[config.mk]
export PLATFORM = sky130hd
export DESIGN_NAME = reset_sequencer
export DESIGN_NICKNAME = d
export VERILOG_FILES = /design/src/rtl/reset_sequencer.sv
export SDC_FILE = /design/constraint.sdc
export NUM_CORES = 1
export LEC_CHECK = 0
export CAP_MARGIN = 20
export CORE_MARGIN = 3
export CORE_UTILIZATION = 40
export CTS_CLUSTER_DIAMETER = 200
export DETAILED_ROUTE_END_ITERATION = 7
export MAX_ROUTING_LAYER = met4
export PLACE_DENSITY = 0.64
export SLEW_MARGIN = 20
export SYNTH_ARGS = -nofsm -noshare
export SYNTH_HDL_FRONTEND = slang
export SYNTH_SLANG_ARGS = --single-unit
[constraint.sdc]
create_clock -name clk -period 4.48 [get_ports clk]
set_input_delay 0.448 -clock clk [delete_from_list [all_inputs] [get_ports clk]]
set_output_delay 0.448 -clock clk [all_outputs]
set_load 0.02 [all_outputs]
[src/rtl/reset_sequencer.sv]
// -----------------------------------------------------------------------------
// reset_sequencer
//
// Purpose:
//   Generates N_CH active-high reset outputs. All outputs are asserted at FPGA
//   configuration (flop initial values), while rst_n is low, on a software
//   re-sequence request (req) and, optionally, on a watchdog timeout. After
//   HOLD_CYCLES clean cycles channel 0 is released. The remaining channels
//   are then released one at a time, in index order, STAGE_CYCLES apart.
//
// Ports:
//   clk        in   system clock
//   rst_n      in   synchronous active-low reset, highest priority
//   req        in   single-cycle software re-sequence request
//   kick       in   watchdog kick (ignored unless the watchdog is compiled in)
//   rst_out    out  per-channel reset, active high, registered
//   done       out  high once every channel is released (state RUN)
//   wdt_fired  out  sticky watchdog-timeout flag (0 without the watchdog)
//
// Optional feature:
//   Define RESET_SEQUENCER_WATCHDOG_EN to enable the RUN-state watchdog.
//   Without it, RUN holds until rst_n or req, and wdt_fired stays 0.
// -----------------------------------------------------------------------------
module reset_sequencer #(
    parameter int N_CH         = 4,
    parameter int HOLD_CYCLES  = 16,
    parameter int STAGE_CYCLES = 4,
    parameter int WDT_CYCLES   = 1024
) (
    input  logic            clk,
    input  logic            rst_n,
    input  logic            req,
    input  logic            kick,
    output logic [N_CH-1:0] rst_out,
    output logic            done,
    output logic            wdt_fired
);

    // One counter is shared by the hold, stage and watchdog phases, so it is
    // sized for the largest terminal count of the three.
    localparam int CNT_MAX_HS = (HOLD_CYCLES > STAGE_CYCLES) ? HOLD_CYCLES : STAGE_CYCLES;
    localparam int CNT_MAX    = (CNT_MAX_HS > WDT_CYCLES) ? CNT_MAX_HS : WDT_CYCLES;
    localparam int CNT_W      = (CNT_MAX > 1) ? $clog2(CNT_MAX) : 1;
    localparam int IDX_W      = (N_CH > 1) ? $clog2(N_CH) : 1;

    localparam logic [CNT_W-1:0] HOLD_LAST  = CNT_W'(HOLD_CYCLES - 1);
    localparam logic [CNT_W-1:0] STAGE_LAST = CNT_W'(STAGE_CYCLES - 1);
    // ch_idx value at which the next stage release is the final channel.
    localparam logic [IDX_W-1:0] IDX_LAST   = IDX_W'((N_CH >= 2) ? (N_CH - 2) : 0);

    localparam logic [1:0] ST_HOLD  = 2'd0;
    localparam logic [1:0] ST_STAGE = 2'd1;
    localparam logic [1:0] ST_RUN   = 2'd2;

    // Power-up values come from the flop initialisers so the block asserts
    // reset straight out of configuration without any external stimulus.
    logic [1:0]       state_q     = ST_HOLD;
    logic [CNT_W-1:0] cnt_q       = '0;
    logic [IDX_W-1:0] ch_idx_q    = '0;
    logic [N_CH-1:0]  rst_out_q   = '1;
    logic             done_q      = 1'b0;
    logic             wdt_fired_q = 1'b0;

    logic [1:0]       state_d;
    logic [CNT_W-1:0] cnt_d;
    logic [IDX_W-1:0] ch_idx_d;
    logic [N_CH-1:0]  rst_out_d;
    logic             done_d;
    logic             wdt_fired_d;

    // stage_clr[gi] marks the channel released by the current STAGE step:
    // channel ch_idx+1. Channel 0 is only ever released from HOLD.
    logic [N_CH-1:0]  stage_clr;

    genvar gi;
    generate
        for (gi = 0; gi < N_CH; gi++) begin : g_stage_clr
            if (gi == 0) begin : g_ch0
                assign stage_clr[gi] = 1'b0;
            end else begin : g_chn
                assign stage_clr[gi] = (ch_idx_q == IDX_W'(gi - 1));
            end
        end
    endgenerate

`ifndef RESET_SEQUENCER_WATCHDOG_EN
    // kick has no function without the watchdog.
    logic unused_kick;
    assign unused_kick = kick;
`endif

    always_comb begin
        state_d     = state_q;
        cnt_d       = cnt_q;
        ch_idx_d    = ch_idx_q;
        rst_out_d   = rst_out_q;
        done_d      = done_q;
        wdt_fired_d = wdt_fired_q;

        if (req) begin
            // Re-sequence from scratch; wdt_fired is deliberately kept.
            state_d   = ST_HOLD;
            cnt_d     = '0;
            ch_idx_d  = '0;
            rst_out_d = '1;
            done_d    = 1'b0;
        end else begin
            case (state_q)
                ST_HOLD: begin
                    if (cnt_q == HOLD_LAST) begin
                        rst_out_d[0] = 1'b0;
                        cnt_d        = '0;
                        ch_idx_d     = '0;
                        if (N_CH > 1) begin
                            state_d = ST_STAGE;
                        end else begin
                            state_d = ST_RUN;
                            done_d  = 1'b1;
                        end
                    end else begin
                        cnt_d = cnt_q + 1'b1;
                    end
                end

                ST_STAGE: begin
                    if (cnt_q == STAGE_LAST) begin
                        rst_out_d = rst_out_q & ~stage_clr;
                        ch_idx_d  = ch_idx_q + 1'b1;
                        cnt_d     = '0;
                        if (ch_idx_q == IDX_LAST) begin
                            state_d = ST_RUN;
                            done_d  = 1'b1;
                        end
                    end else begin
                        cnt_d = cnt_q + 1'b1;
                    end
                end

                ST_RUN: begin
`ifdef RESET_SEQUENCER_WATCHDOG_EN
                    if (kick) begin
                        cnt_d = '0;
                    end else if (cnt_q == CNT_W'(WDT_CYCLES - 1)) begin
                        // Timeout: flag it and replay the whole sequence.
                        wdt_fired_d = 1'b1;
                        state_d     = ST_HOLD;
                        cnt_d       = '0;
                        ch_idx_d    = '0;
                        rst_out_d   = '1;
                        done_d      = 1'b0;
                    end else begin
                        cnt_d = cnt_q + 1'b1;
                    end
`endif
                end

                default: begin
                    // Unreachable encoding: recover by restarting the sequence.
                    state_d   = ST_HOLD;
                    cnt_d     = '0;
                    ch_idx_d  = '0;
                    rst_out_d = '1;
                    done_d    = 1'b0;
                end
            endcase
        end
    end

    always_ff @(posedge clk) begin
        if (!rst_n) begin
            state_q     <= ST_HOLD;
            cnt_q       <= '0;
            ch_idx_q    <= '0;
            rst_out_q   <= '1;
            done_q      <= 1'b0;
            wdt_fired_q <= 1'b0;
        end else begin
            state_q     <= state_d;
            cnt_q       <= cnt_d;
            ch_idx_q    <= ch_idx_d;
            rst_out_q   <= rst_out_d;
            done_q      <= done_d;
            wdt_fired_q <= wdt_fired_d;
        end
    end

    assign rst_out   = rst_out_q;
    assign done      = done_q;
    // Never set unless the watchdog is compiled in, so it reads as 0 then.
    assign wdt_fired = wdt_fired_q;

endmodule

==> qor.csv <==
metric;value;unit
top_reg_cell synth;dfxtp_1;
FF-to-FF End;ch_idx_q[1];
WL/cell;12.9;um
area leader, netlist;dfxtp_1;
reg2reg setup slack;2380;ps
Lkg Pwr;0.362;nW
setup TNS;0;ps
Die W;57.1;um
Relative slew margins;54.6;%
Max Slew Vio Count;0;
Worst Skew;2.56;ps
First-pass DRT Iterations;5;
DP Worst Slack;2300;ps
Min Hold Slack;455;ps
syn avg cell area;8.84;sq um
Routed WL;1.98;mm
Setup Buffers After CTS;0;
largest net degree at the start of global routing;19;
number of warnings issued by yosys;0;
startpoint types;flip-flop;
FF-to-FF path depth;6;
CTS tree;built;
Seq/Total Area, Yosys;36.5;%
Worst Path Required;4640;ps
I/O pins;10;
Post-synth ARST share;0;%
CP Class;flip-flop to flip-flop;
vias in the first global route;816;
Area Overhead vs Synth;11.2;%
Clock Latency Late Sink;290;ps
root buffer cell;clkbuf_4;
Die H;57.1;um
DRC violations left;0;
aggregate global routing overflow;0;
final setup margin;2380;ps
R2R Path Start;state_q[0];
Sink Count;19;
crit path max fanout;9;
Resize count post-CTS;0;
drt first-iter violations;8;
final setup vio count;0;
Worst VDD drop;123;uV
Pwr Total;267;uW
GRT Util Overall;14.0;%
vias per cell;5.60;
status;finished clean;
hold path depth;2;
WP data arrival;2250;ps
post-layout min period;2100;ps
via count;863;
most frequent cell after synthesis;dfxtp_1;
share of layout cells above drive strength 1;7.14;%
Fmax;477;MHz
Clock Tree Buf Depth;2;
crit share post-route;46.8;%
H-tree levels;1;
Syn Inst Count;118;
row count;17;
top post-synthesis cells by area;dfxtp_1 36%, ha_1 8.4%, nor2_1 4.7%;
area of the die;3260;sq um
Clock Pin Slew Worst Setup and Hold Paths;100;ps
Fin. Hold Viols;0;
Yosys cell types;43;
first-pass GRT wire length;3.53;mm
core area;2340;sq um
max_cap viols;0;
fin nets;138;
number of diodes;0;
endpoint of the worst hold path;done;
total CTS buffers;3;
Worst Tran Pin Value;674;ps
Syn Std Cell Area;1040;sq um
hold_buf cts;0;
Routed Antenna Nets;0;
hold_sp;done;
crit end category;flip-flop;
worst min-delay path class;flip-flop to flip-flop;
initial antenna violation count;0;
RePlAce Congestion;0.765;
Synth top area share;36.5;%
Mapped Nets;129;
RSZ-0062 raised after global routing;false;
starting density of the core;44.6;%
Post-synth EDFFs;0;
commonest cells in the netlist;19 x dfxtp_1, 13 x nor2_1, 11 x nand2_1;
FF+latch count, synth;19;
Util after Layout;49.6;%
HPWL after DPL;1.47;mm
PwrDens;230;nW/um^2
port bufs;7;
==> power by group <==
part / internal [mW] / leakage (nW) / switching, mW / total, mW
Combinational: 0.00419 / 0.194 / 0.00595 / 0.0101
Sequential: 0.170 / 0.153 / 0.000994 / 0.171
Clock: 0.0347 / 0.0150 / 0.0514 / 0.0861
Total: 0.209 / 0.362 / 0.0584 / 0.267
==> area by class of cell <==
cell class | count | area [sq um]
clock buffers | 4 | 26.3
fillers | 225 | 1180
flip-flops and latches | 19 | 380
repair buffers | 7 | 70.1
well taps | 28 | 35.0
inverters | 8 | 30.0
multi-input cells | 88 | 618
==> cells by family (layout without fill, tap and decap cells) <==
logic type / count (synthesis) / after routing / synth area share (%)
compound gates: 23 / 23 / 16.3
xor+xnor: 6 / 6 / 5.04
fa+ha+maj: 7 / 7 / 8.39
buf+inv: 11 / 19 / 4.32
flops: 19 / 19 / 36.5
other cells: 1 / 1 / 0.359
simple gates: 51 / 51 / 29.1
==> metrics by stage <==
stage,cell area [sq um],std cells
detailed placement,1130,150
finish,1160,154
CTS,1160,154
global route,1160,154
floorplan,1040,118
global placement,1130,150
==> how the worst max path moves through the flow <==
| stage | endpoint | slack (ps) | startpoint | cells past startpoint |
|---|---|---|---|---|
| detailed placement | state_q[0] | 2300 | rst_n | 5 |
| finish | ch_idx_q[1] | 2380 | state_q[0] | 6 |
| global placement | state_q[0] | 2360 | rst_n | 5 |
| floorplan | ch_idx_q[0] | 2670 | state_q[0] | 6 |
| CTS | ch_idx_q[1] | 2340 | state_q[0] | 6 |
| global route | ch_idx_q[1] | 2190 | state_q[0] | 6 |
==> worst max-delay path, cell delays in order (launching register included) <==
cell and delay (ps):
dfxtp_1 360, inv_1 70, ha_1 280, nor3_2 380, o211ai_4 180, a22oi_1 510
o32ai_1 170
==> registers in the layout (all words and copies together), names as in the netlist <==
| register | flops |
|---|---|
| state_q | 2 |
| done | 1 |
| ch_idx_q | 2 |
| cnt_q | 10 |
| rst_out | 4 |
==> routing by layer <==
| metal | up-vias | track usage [%] | part of all wire (%) |
|---|---|---|---|
| li1 | 429 | - | - |
| met3 | 4 | 2.71 | 3.2 |
| met5 | - | - | 0 |
| met4 | 0 | 5.96 | 1.7 |
| met1 | 412 | 17.3 | 46 |
| met2 | 18 | 22.3 | 49 |
==> layout by cell type (no fill, tap or decap), types with 2 or more instances in the layout <==
cell type and n:
xor2_1 2, nand4_1 2, nand2b_1 2, ha_1 7, xnor2_1 4, nor2_1 13, clkdlybuf4s50_1 7, a21oi_1 4
o22ai_1 2, clkbuf_4 3, or3_1 2, dfxtp_1 19, nand3b_1 3, nand2_1 11, a31oi_1 2, o211ai_1 2
o21ai_0 2, nand3_1 4, a21o_1 3, inv_1 8
No activity file was read; power rests on OpenSTA's default activity.
